===== config.mk =====
export PLATFORM = sky130hd
export DESIGN_NAME = wishbone_bus_if
export DESIGN_NICKNAME = d
export VERILOG_FILES = /design/src/rtl/wishbone_bus_if.sv
export SDC_FILE = /design/constraint.sdc
export NUM_CORES = 1
export LEC_CHECK = 0
export ABC_AREA = 1
export CORE_UTILIZATION = 45
export CTS_BUF_LIST = sky130_fd_sc_hd__clkbuf_16
export DETAILED_ROUTE_END_ITERATION = 7
export HOLD_SLACK_MARGIN = 0.02
export PLACE_DENSITY = 0.93
export RECOVER_POWER = 100
export SYNTH_ARGS = -nofsm -noshare
export SYNTH_HDL_FRONTEND = slang
export SYNTH_SLANG_ARGS = --single-unit

===== constraint.sdc =====
create_clock -name clk -period 11.1 [get_ports clk]
set_input_delay 2.775 -clock clk [delete_from_list [all_inputs] [get_ports clk]]
set_output_delay 2.775 -clock clk [all_outputs]
set_load 0.03 [all_outputs]

===== src/rtl/wishbone_bus_if.sv =====
// Wishbone B3 classic single-transfer master bridging a flat CPU memory port to the SoC bus.
// One bus cycle per CPU request, with stall request, flush abort, timeout and read-data hold.
module wishbone_bus_if #(
    parameter int TIMEOUT_CYC = 255
) (
    input  logic        clk,
    input  logic        rst,
    input  logic [5:0]  stall_i,
    input  logic        flush_i,
    input  logic        cpu_ce_i,
    input  logic [31:0] cpu_addr_i,
    input  logic [31:0] cpu_data_i,
    input  logic        cpu_we_i,
    input  logic [3:0]  cpu_sel_i,
    output logic [31:0] cpu_data_o,
    output logic        stallreq,
    output logic        bus_err_o,
    output logic [31:0] wishbone_addr_o,
    output logic [31:0] wishbone_data_o,
    input  logic [31:0] wishbone_data_i,
    output logic        wishbone_we_o,
    output logic [3:0]  wishbone_sel_o,
    output logic        wishbone_stb_o,
    output logic        wishbone_cyc_o,
    input  logic        wishbone_ack_i,
    output logic [1:0]  o_dbg_state
);

    // Handshake: a request is accepted when cpu_ce_i && !flush_i in IDLE; the CPU keeps it
    // stable while stallreq is high. The bus side holds CYC/STB until ACK_I, flush or timeout.
    typedef enum logic [1:0] {
        ST_IDLE = 2'd0,
        ST_BUSY = 2'd1,
        ST_WAIT = 2'd2
    } state_t;

    localparam logic [7:0] TO_LAST = 8'(TIMEOUT_CYC - 1);

    state_t      r_state;
    state_t      w_next;
    logic [7:0]  r_cnt;
    logic [31:0] r_rd_buf;
    logic        w_issue;
    logic        w_timeout;

    assign w_issue     = (r_state == ST_IDLE) && cpu_ce_i && !flush_i;
    assign w_timeout   = (TIMEOUT_CYC != 0) && (r_cnt == TO_LAST);
    assign o_dbg_state = r_state;

    always_comb begin
        w_next     = r_state;
        stallreq   = 1'b0;
        cpu_data_o = 32'h0;
        case (r_state)
            ST_IDLE: begin
                stallreq = cpu_ce_i && !flush_i;
                if (w_issue) begin
                    w_next = ST_BUSY;
                end
            end
            ST_BUSY: begin
                if (flush_i) begin
                    w_next = ST_IDLE;
                end else if (wishbone_ack_i) begin
                    w_next = (stall_i != 6'd0) ? ST_WAIT : ST_IDLE;
                    if (!wishbone_we_o) begin
                        cpu_data_o = wishbone_data_i;
                    end
                end else if (w_timeout) begin
                    w_next = ST_IDLE;
                end else begin
                    stallreq = 1'b1;
                end
            end
            ST_WAIT: begin
                cpu_data_o = r_rd_buf;
                if (stall_i == 6'd0) begin
                    w_next = ST_IDLE;
                end
            end
            default: w_next = ST_IDLE;
        endcase
        // Reset is asynchronous, so the stall request must fall with it rather than at the next edge.
        if (rst) begin
            stallreq = 1'b0;
        end
    end

    always_ff @(posedge clk or posedge rst) begin
        if (rst) begin
            r_state         <= ST_IDLE;
            r_cnt           <= 8'h0;
            r_rd_buf        <= 32'h0;
            bus_err_o       <= 1'b0;
            wishbone_addr_o <= 32'h0;
            wishbone_data_o <= 32'h0;
            wishbone_we_o   <= 1'b0;
            wishbone_sel_o  <= 4'h0;
            wishbone_stb_o  <= 1'b0;
            wishbone_cyc_o  <= 1'b0;
        end else begin
            r_state   <= w_next;
            bus_err_o <= 1'b0;
            case (r_state)
                ST_IDLE: begin
                    if (w_issue) begin
                        wishbone_addr_o <= cpu_addr_i & 32'hFFFF_FFFC;
                        wishbone_data_o <= cpu_data_i;
                        wishbone_we_o   <= cpu_we_i;
                        wishbone_sel_o  <= cpu_sel_i;
                        wishbone_stb_o  <= 1'b1;
                        wishbone_cyc_o  <= 1'b1;
                        r_cnt           <= 8'h0;
                    end
                end
                ST_BUSY: begin
                    if (flush_i || wishbone_ack_i || w_timeout) begin
                        wishbone_stb_o  <= 1'b0;
                        wishbone_cyc_o  <= 1'b0;
                        wishbone_addr_o <= 32'h0;
                        wishbone_sel_o  <= 4'h0;
                        r_cnt           <= 8'h0;
                        if (flush_i) begin
                            r_rd_buf <= 32'h0;
                        end else if (wishbone_ack_i) begin
                            if (!wishbone_we_o) begin
                                r_rd_buf <= wishbone_data_i;
                            end
                        end else begin
                            bus_err_o <= 1'b1;
                        end
                    end else if (r_cnt != 8'hFF) begin
                        r_cnt <= r_cnt + 8'd1;
                    end
                end
                default: ;
            endcase
        end
    end

endmodule


# Word level (Yosys, flattened, before mapping)
# Cells that the tools add are included.
# word_totals
inputBits	112
regBits	113
elab_cells	72
# op_classes
mux	36
reduce_logical	16
eq_ne	10
addsub	1
# ops
cell	count
$mux 32	8
$pmux 32 s2	2
$mux 8	3
$pmux 8 s2	1
$mux 2	6
$mux 1	10
$reduce_and 3->1	3
$add 8x1->8 const B	1
$eq 8x8->1 const B	1
$mux 4	2
$ne 2x2->1 const B	4
$ne 8x8->1 const B	1
$pmux 4 s2	1
$logic_not 6->1	1
$pmux 2 s3	1
$reduce_bool 6->1	1
$ne 4x4->1 const B	1
$pmux 1 s2	2
$reduce_and 4->1	1
$reduce_bool 2->1	2
$logic_and 1x1->1	3
$ne 3x3->1 const B	1
$eq 2x1->1 const B	1
$eq 2x2->1 const B	1
4 further kinds	5

# Longest topological paths before layout
# Gate-level depths: netlist of run 1.
# depth
ltp_word	6
depth_mapped	11

# Worst setup path after synthesis of run 1
# OpenSTA, ideal clock, no wires.
# synth_timing
kind	input-to-output
startpoint	input port flush_i
endpoint	output port stallreq
stages	4
n_path_buf	1
required_ps	8325
arrival_time_ps	3840
slack_ps	4485
cell_sequence	inv_2 -> nand3_1 -> buf_2 -> a21oi_1
# synth_via
elab_chain_cells	4
word_cells_on_any_way	5
cone_classes	3 x mux; 2 x reduce/logical
# synth_rtl
element	line	text
start, declared	9	input logic flush_i,
$logic_not 1->1	56	stallreq = cpu_ce_i && !flush_i;
$logic_and 1x1->1	56	
$pmux 1 s2 *	54	case (r_state)
$mux 1 *	84	if (rst) begin
end, declared	16	output logic stallreq,
# Every way passes the cells marked *; elsewhere a longest branch is shown, timed or not.

# Worst setup path after layout of run 1
# Ends and elaborated chain as after synthesis.

==> results.md, run 1 <==
- Detailed placement HPWL: 9.372 mm
- Highest clock rate: 110.6 MHz
- Hold Crit Depth: 2
- Hold path startpoint: wishbone_addr_o[20]
- Initial Util: 0.4644
- CP endpoint kind: primary output
- R2R depth: 9
- CTS Buf Count: 9
- Most used cell, CP: dlygate4sd3_1
- Synthesized area: 0.005079 mm^2
- Clk buf depth: 2
- Chip height: 108.2 um
- Nets: 852
- P_leak: 3.386 nW
- First drt pass iteration count: 5
- Final hold viol count: 0
- Layout Utilization: 0.6816
- Hold EP: wishbone_addr_o[20]
- Vias in the first global route: 4,454
- # resized after CTS: 0
- Placeable Area: 0.01094 mm^2
- Top post-synthesis cells by area: dfrtp_1, nand2_1, mux2_2
- Ant diodes: 0
- Crit-path leading delay family: buffers and inverters
- Via count: 4,496
- Min Tclk post-route: 9.045 ns
- Failing checks: max-capacitance violations, max-slew violations
- Worst R2R Start: o_dbg_state[1]
- Final worst-path cycle share: 0.8149
- MaxCap Viol Count: 3
- Clk pin slew, worst setup/hold paths: 0.07 ns
- Syn Inst Count: 539
- RSZ-0062 raised after global routing: false
- Max Slew Vio Count: 192
- Combinational share of power: 0.499
- CP arrival: 6.27 ns
- Crit. path cell count: 6
- CP peak stage delay: 1.30 ns
- Synth Area per Inst: 9.422 um^2
- RePlAce Congestion: 0.8178
- CTS tree: yes
- Pwr Density: 272.3 mW/mm^2
- Cell variety after synth: 25
- DRT iter0 DRCs: 246
- Sink Count: 111
- Largest area contributor in the netlist: dfrtp_1
- Clk root buf: clkbuf_16
- DRC: 0
- CP bufs+invs: 4
- Sw Share: 0.4381
- Critical Path RT: 8.33 ns
- Synth warn: 0
- Vias per cell: 5.109
- Layout cell share with drive strength beyond 1: 0.07568
- Synth top area share: 0.5469
- Psw: 889.1 uW
- Largest net degree at the start of global routing: 81
- Crit path kind: in -> out
- Part of the power in the clock network: 0.170
- Reg power frac: 0.331
- Setup TNS: 0 ns
- Setup crit start kind: input port
- First-pass GRT wire length: 20.82 mm
- Max Clock Skew: 0.007952 ns
- Seq cells post-synth: 111
- Critical path, cell by cell: dlygate4sd3_1, inv_1, nand3_1, clkbuf_1, a21oi_1, dlygate4sd3_1
- Total gr overflow: 0
- Status: complete, but fails checks
- Crit path max fanout: 37
- IO Count: 219
- Critical Path Slowest Stage Cell: clkbuf_1
- Internal Dissipation: 1.141 mW
- Setup bufs post-CTS: 0
- Die Wd: 108.2 um
- CTS HTree Levels: 3
- Total GRT Usage: 0.2290
- Site Rows: 38
- Number of port buffers: 214
- Post-synthesis sequential area ratio: 0.5469
- Slew of the pin with the lowest slew margin: 4.298 ns
- Clk_lat worst skew: 0.35 ns
- Wire per inst: 15.04 um
- R2R setup slack: 6.89 ns
- Wirelength, routed: 13.24 mm
- ANT nets after route: 0
- Antenna violations before repair: 0
- Endpoints failing setup: 0
- R2r endpoint: r_cnt[0]
- Max VDD drop: 0.1642 mV
- Die area: 0.01171 mm^2
- Area Growth Syn to Fin: 46.76%
- Tightest Hold Check Type: reg -> reg
- Hold buffers post-CTS: 0
- Worst slew margin: -1.865
[sequential cells by signal, indices dropped and copies added (netlist names)]
register and cells:
bus_err_o 1, o_dbg_state 2, r_cnt 8, r_rd_buf 32, wishbone_addr_o 30, wishbone_cyc_o 1
wishbone_data_o 32, wishbone_sel_o 4, wishbone_we_o 1
[worst reg2reg max path, stage by stage (launching register included)]
cell and delay (ns):
dfrtp_1 0.44, inv_1 0.11, ha_1 0.26, inv_2 0.29, nor2_1 0.22, nand2_1 0.16, nand2_2 0.08, clkbuf_1 1.83
nand2_1 0.40, o21ai_0 0.32
[stage by stage]
step	setup slack, ns	power, mW	cells	hold slack [ns]	instance area, um^2
detailed placement	2.935	1.779	864	0.4719	7209
finish	2.055	2.030	880	0.4779	7453
floorplan	4.485	1.400	540	0.5080	5082
global placement	3.023	1.735	864	0.4640	7209
CTS	2.928	2.133	880	0.4906	7530
global route	1.757	2.158	880	0.5052	7453
[layout make-up]
class                           instances  area [um^2]
Tap cell                              140        175.2
Inverter                               50        188.9
Multi-Input combinational cell        345         1831
Sequential cell                       111         2778
Clock buffer                            9        225.2
Fill cell                             867         3482
Timing Repair Buffer                  218         2161
Clock inverter                          7        95.09
[metal layers]
metal	up-vias	wire (um)	global-route usage
li1	2139	-	-
met1	2137	5303	0.2703
met2	206	6691	0.4013
met3	14	1074	0.05726
met4	0	170	0.08513
met5	-	0	0
[cells by family (layout without fill, tap and decap cells)]
| group | after synthesis | after routing | share of synthesized area |
|---|---|---|---|
| simple gates | 194 | 194 | 0.1589 |
| flops | 111 | 111 | 0.5469 |
| compound gates | 108 | 108 | 0.1220 |
| buf+inv | 84 | 284 | 0.08081 |
| mux | 33 | 33 | 0.07317 |
| fa+ha+maj | 5 | 5 | 0.01232 |
| xor+xnor | 3 | 3 | 0.005175 |
| other cells | 1 | 2 | 0.0007384 |
[layout by cell type, fill, tap and decap left out, types with 2 or more instances in the layout]
| cell | count |
|---|---|
| a21oi_1 | 33 |
| bufinv_16 | 2 |
| clkbuf_1 | 3 |
| clkbuf_16 | 9 |
| clkdlybuf4s50_1 | 107 |
| clkinv_4 | 2 |
| conb_1 | 2 |
| dfrtp_1 | 111 |
| dlygate4sd3_1 | 107 |
| ha_1 | 5 |
| inv_1 | 48 |
| mux2_2 | 32 |
| nand2_1 | 135 |
| nand3_1 | 43 |
| nand4_1 | 3 |
| nor2_1 | 8 |
| nor2_2 | 2 |
| nor3_1 | 2 |
| o21ai_0 | 72 |
| xor2_1 | 3 |
[power groups by stage]
stage               clock network (mW)  logic, mW  registers, mW
floorplan                            0      0.502          0.898
global route                     0.369       1.09          0.695
detailed placement                   0       1.10          0.681
global placement                     0       1.07          0.668
finish                           0.345       1.01          0.672
CTS                              0.352       1.10          0.677
[synth_stat cells, drive strengths merged]
master  instances
nand2         136
dfrtp         111
o21ai          73
inv            50
nand3          43
a21oi          34
mux2           33
buf            19
clkbuf         15
nor2           10
ha              5
nand4           3
xor2            3
nor3            2
conb            1
o22ai           1
[how the worst max path moves through the flow]
stage	start	to
floorplan	flush_i	stallreq
global placement	flush_i	cpu_data_o[14]
detailed placement	flush_i	cpu_data_o[14]
CTS	flush_i	cpu_data_o[14]
global route	flush_i	stallreq
finish	flush_i	stallreq
No activity file was read; power rests on OpenSTA's default activity.
==> inputs of run 2 (changes only) <==
CORE_UTILIZATION = 38   (was 45)
PLACE_DENSITY = 0.84   (was 0.93)
clock period = 7.8 ns   (was 11.1 ns; I/O delays follow)
==> run 2 against run 1 <==
Effect of this change:
- the flow still finishes with violations (max-capacitance violations, max-slew violations)
- critical path depth rose by 1
- sequential power rose by 41%
- non-clock buffer count up 2
- global-route usage decreased by 4.3 points
- via count down 2.2%
- count of clock-buffer cells in the layout stayed put
- largest power group unchanged
==> results.md, run 2 (synthesis gave the netlist of run 1 again) <==
- Design Power: 2.867 mW (+41%)
- Number of port buffers: 214 (unchanged)
- Largest net degree at the start of global routing: 76 (-6.2%)
- Wire per inst: 13.85 um (-7.9%)
- Critical path, cell by cell: dlygate4sd3_1, inv_1, o22ai_1, buf_4, nand3_1, a21oi_1, dlygate4sd3_1
- CP arrival: 4.97 ns (-1.30 ns)
- ANT nets after route: 0 (unchanged)
- Vias in the first global route: 4,184 (-6.1%)
- CTS tree: yes
- Chip height: 117.6 um (+8.7%)
- Nets: 854 (+0.23%)
- Die area: 0.01383 mm^2 (+18%)
- Met2 routed WL: 6.160 mm (-7.9%)
- Worst slew margin: -0.8433 (+1.022)
- Met1 wire length: 5.383 mm (+1.5%)
- DRC: 0 (unchanged)
- Biggest regs: r_rd_buf: 32 flops, wishbone_data_o: 32 flops, wishbone_addr_o: 30 flops
- Pwr Density: 382.6 mW/mm^2 (+41%)
- CTS Buf Count: 9 (unchanged)
- Area Growth Syn to Fin: 47.55%
- Most common cell after layout, fill and taps aside: nand2_1
- MaxCap Viol Count: 4 (+1)
- CP endpoint kind: primary output
- Final worst-path cycle share: 0.8866
- Site Rows: 41 (+7.9%)
- Clk pin slew, worst setup/hold paths: 0.07 ns (about the same)
- Status: complete, but fails checks
- Total GRT Usage: 0.1858 (-0.04321)
- Min Tclk post-route: 6.916 ns
- Max Slew Vio Count: 224 (+17%)
- Crit-path leading delay family: buffers and inverters
- DRT iter0 DRCs: 169 (-31%)
- Placeable Area: 0.01282 mm^2 (+17%)
- First drt pass iteration count: 4 (-1)
- Setup TNS: 0 ns (unchanged)
- Via count: 4,397 (-2.2%)
- Vias per cell: 4.811 (-5.8%)
- Clk root buf: clkbuf_16
- Die Wd: 117.6 um (+8.7%)
- Setup crit start kind: input port
- Critical Path RT: 5.85 ns (-2.48 ns)
- Antenna violations before repair: 0 (unchanged)
- Critical Path Slowest Stage Cell: dlygate4sd3_1
- DR top layer: met4
- Initial Util: 0.3960 (-0.06842)
- Crit path kind: in -> out
- Tightest Hold Check Type: reg -> reg
- Clk buf depth: 2 (unchanged)
- Detailed placement HPWL: 8.938 mm (-4.6%)
- # resized after CTS: 0 (unchanged)
- Final hold viol count: 0 (unchanged)
- Slew of the pin with the lowest slew margin: 2.765 ns (-1.533 ns)
- P_leak: 3.401 nW (+0.47%)
- First-pass GRT wire length: 20.59 mm (-1.1%)
- RePlAce Congestion: 0.7824 (-4.3%)
- CTS HTree Levels: 3 (unchanged)
- IO Count: 219 (unchanged)
- Endpoints failing setup: 0 (unchanged)
- Commonest non-fill, non-tap cells in the layout: nand2_1, dfrtp_1, clkdlybuf4s50_1, dlygate4sd3_1, o21ai_0
- Most used cell, CP: dlygate4sd3_1
- RSZ-0062 raised after global routing: false
- Setup bufs post-CTS: 0 (unchanged)
- Crit path max fanout: 42 (+14%)
- Max Clock Skew: 0.01048 ns (+0.002531 ns)
- CP bufs+invs: 4 (unchanged)
- Ant diodes: 0 (unchanged)
- Routed length on met3: 966 um (-10%)
- Failing checks: max-capacitance violations, max-slew violations
- Filler cell count: 1,162 (+34%)
- CP peak stage delay: 0.78 ns (-0.52 ns)
- Hold buffers post-CTS: 0 (unchanged)
- Wirelength, routed: 12.66 mm (-4.4%)
- Highest clock rate: 144.6 MHz
- Total gr overflow: 0 (unchanged)
- Max VDD drop: 0.2144 mV (+31%)
- Layout cell share with drive strength beyond 1: 0.07951 (+0.003839)
- Clk_lat worst skew: 0.34 ns (about the same)
- Sink Count: 111 (unchanged)
[run 2: tightest hold or removal path, delay by kind of cell (launching register included)]
kind             cells  cell delay (ns)
flip-flops           1             0.34
AO/OA/AOI/OAI        1             0.06
AND/OR/NAND/NOR      1             0.05
[run 2: final timing paths]
kind	start	endpoint	slack (ns)	cells after the start
setup reg to reg	o_dbg_state[1]	r_cnt[5]	3.59	9
hold / removal	wishbone_addr_o[2]	wishbone_addr_o[2]	0.48	2
hold reg to reg	wishbone_addr_o[2]	wishbone_addr_o[2]	0.48	2
setup / recovery	flush_i	cpu_data_o[19]	0.88	7
min in group asynchronous	rst	wishbone_data_o[1]	2.58	2
max in group asynchronous	rst	r_rd_buf[4]	2.90	3
[run 2: metal layers]
layer  up-vias  GRT usage
li1       2151          -
met3        10    0.04893
met4         0    0.06250
met1      2061     0.2319
met2       175     0.3110
met5         -          0
[run 2: cell type report]
| type | count | area, um^2 | area share |
|---|---|---|---|
| Sequential cell | 111 | 2778 | 0.3707 |
| Timing Repair Buffer | 220 | 2177 | 0.2905 |
| Multi-Input combinational cell | 345 | 1819 | 0.2428 |
| Clock buffer | 9 | 225.2 | 0.03006 |
| Tap cell | 172 | 215.2 | 0.02872 |
| Inverter | 50 | 188.9 | 0.02521 |
| Clock inverter | 7 | 90.09 | 0.01202 |
[run 2: per-stage QoR]
stage / instance area, um^2 / cells / hold slack [ns] / util / worst slack (ns)
finish: 7493 / 914 / 0.4813 / 0.5843 / 0.8843
global route: 7493 / 914 / 0.5021 / 0.5843 / 0.6616
CTS: 7585 / 914 / 0.4861 / 0.5914 / 1.436
detailed placement: 7269 / 898 / 0.4680 / 0.5668 / 1.441
global placement: 7269 / 898 / 0.4638 / 0.5668 / 1.474
floorplan: 5082 / 540 / 0.5080 / - / 2.835
[run 2: report_power, final]
group	switching [mW]	total [mW]	internal, mW
registers	0.119	0.945	0.825
logic	0.920	1.44	0.518
clock network	0.204	0.484	0.280
total	1.24	2.87	1.62
==> inputs of run 3 (changes only) <==
CORE_UTILIZATION = 35   (was 38)
PLACE_DENSITY = 0.67   (was 0.84)
==> run 3 against run 2 <==
Effect of this change:
- the flow still finishes with violations (max-capacitance violations, max-slew violations)
- total power down 1.9%
- sequential cell count unchanged
- sequential share of layout area up 0.16 points
- clock skew down 0.0035 ns
- register-to-register slack better by 0.31 ns
- clock power down 12%
- wire length up 2.6%
- first-iteration DRC count up 25%
- maximum frequency down 1.9%
- utilization down 5.3 points
- worst hold slack better by 0.0028 ns
- cell area down 0.43%
- critical path type unchanged
- critical endpoint is now cpu_data_o[8]
==> results.md, run 3 (synthesis gave the netlist of run 1 again) <==
- CTS Buf Count: 9 (unchanged)
- Ant diodes: 0 (unchanged)
- CTS HTree Levels: 3 (unchanged)
- Via count: 4,383 (-0.32%)
- RePlAce Congestion: 0.8060 (+3.0%)
- Max Slew Vio Count: 219 (-2.2%)
- Die Wd: 122.5 um (+4.1%)
- CP arrival: 5.10 ns (+0.13 ns)
- Routed length on met3: 1.113 mm (+15%)
- Final hold viol count: 0 (unchanged)
- Met2 routed WL: 6.144 mm (-0.26%)
- P_leak: 3.368 nW (-0.99%)
- Highest clock rate: 141.9 MHz (-1.9%)
- IO Count: 219 (unchanged)
- Max VDD drop: 0.2183 mV (+1.8%)
- Initial Util: 0.3617 (-0.03433)
- Crit path kind: in -> out
- Endpoints failing setup: 0 (unchanged)
- Pwr Density: 377.0 mW/mm^2 (-1.5%)
- Worst slew margin: -0.8390 (+0.004222)
- Biggest regs: r_rd_buf: 32 flops, wishbone_data_o: 32 flops, wishbone_addr_o: 30 flops
- Slew of the pin with the lowest slew margin: 2.743 ns (-0.02141 ns)
- First-pass GRT wire length: 20.70 mm (+0.54%)
- Inst Count DP: 906 (+0.89%)
- Clk root buf: clkbuf_16
- Final worst-path cycle share: 0.9036 (+0.01693)
- Detailed placement HPWL: 9.075 mm (+1.5%)
- Layout cell share with drive strength beyond 1: 0.07682 (-0.002695)
- Clk pin slew, worst setup/hold paths: 0.06 ns (about the same)
- CP endpoint kind: primary output
- Total GRT Usage: 0.1761 (-0.009723)
- Tightest Hold Check Type: reg -> reg
- Placeable Area: 0.01404 mm^2 (+9.5%)
- ANT nets after route: 0 (unchanged)
- Max Clock Skew: 0.006972 ns (-0.003511 ns)
- Wirelength, routed: 12.99 mm (+2.6%)
- Setup crit start kind: input port
- R2R setup slack: 3.90 ns (+0.31 ns)
- Antenna violations before repair: 0 (unchanged)
- Crit path max fanout: 37 (-12%)
- First drt pass iteration count: 4 (unchanged)
- CTS tree: yes
- Dpl ws: 1.098 ns (-0.3429 ns)
- Status: complete, but fails checks
- Clk_lat worst skew: 0.34 ns (about the same)
- Vias per cell: 4.754 (-1.2%)
- Setup TNS: 0 ns (unchanged)
- Min Tclk post-route: 7.048 ns (+0.1321 ns)
- Commonest non-fill, non-tap cells in the layout: nand2_1, dfrtp_1, clkdlybuf4s50_1
- MaxCap Viol Count: 4 (unchanged)
- Sink Count: 111 (unchanged)
- Largest net degree at the start of global routing: 70 (-7.9%)
- Die area: 0.01500 mm^2 (+8.4%)
- DR top layer: met4
- Failing checks: max-capacitance violations, max-slew violations
- # resized after CTS: 0 (unchanged)
- Nets: 854 (unchanged)
- Critical Path RT: 5.85 ns (about the same)
- Total gr overflow: 0 (unchanged)
- Design Power: 2.813 mW (-1.9%)
- Area Growth Syn to Fin: 46.91%
- RSZ-0062 raised after global routing: false
- Number of port buffers: 214 (unchanged)
- Setup bufs post-CTS: 0 (unchanged)
- Site Rows: 43 (+4.9%)
- DRC: 0 (unchanged)
- Hold buffers post-CTS: 0 (unchanged)
- Vias in the first global route: 4,373 (+4.5%)
- Met1 wire length: 5.543 mm (+3.0%)
- DRT iter0 DRCs: 211 (+25%)
- Final worst slack: 0.7523 ns (-0.1321 ns)
- Wire per inst: 14.08 um (+1.7%)
- Final hold slack: 0.4842 ns (+0.002841 ns)
- Final instance count without filler cells: 922 (+0.88%)
- Clk buf depth: 2 (unchanged)
- Most common cell after layout, fill and taps aside: nand2_1
- Chip height: 122.5 um (+4.1%)
## run 3: power breakdown
part           switching [mW]  internal (mW)
sequential              0.126          0.826
combinational           0.920          0.517
clock                   0.209          0.215
## run 3: metal layers
metal,vias to the layer above,GRT usage
li1,2143,-
met1,2071,0.2090
met2,155,0.2992
met3,14,0.05762
met4,0,0.05793
met5,-,0
## run 3: final timing paths
| path | start | to | cells past startpoint |
|---|---|---|---|
| min in group asynchronous | rst | wishbone_data_o[8] | 2 |
| setup reg to reg | o_dbg_state[1] | wishbone_addr_o[12] | 8 |
| hold reg to reg | wishbone_addr_o[4] | wishbone_addr_o[4] | 2 |
| max in group asynchronous | rst | wishbone_addr_o[2] | 3 |
| setup / recovery | flush_i | cpu_data_o[8] | 7 |
| hold / removal | wishbone_addr_o[4] | wishbone_addr_o[4] | 2 |
## run 3: worst max-delay path, stage by stage
cell and delay (ns):
dlygate4sd3_1 0.54, inv_2 0.25, o22ai_4 0.64, clkbuf_1 0.53, nand3_1 0.18, a21oi_1 0.19, dlygate4sd3_1 0.78
## run 3: area by class of cell
type	instances	area (um^2)
fillers	1311	6581
flip-flops and latches	111	2778
repair buffers	220	2172
multi-input cells	345	1831
clock buffers	9	225.2
well taps	180	225.2
inverters	50	188.9
clock inverters	7	41.29
## run 3: metrics by stage
stage          utilization  instance area (um^2)
3_3_place_gp        0.5180                  7274
6_report            0.5313                  7461
3_5_place_dp        0.5180                  7274
5_1_grt             0.5313                  7461
2_1_floorplan            -                  5082
4_1_cts             0.5370                  7541
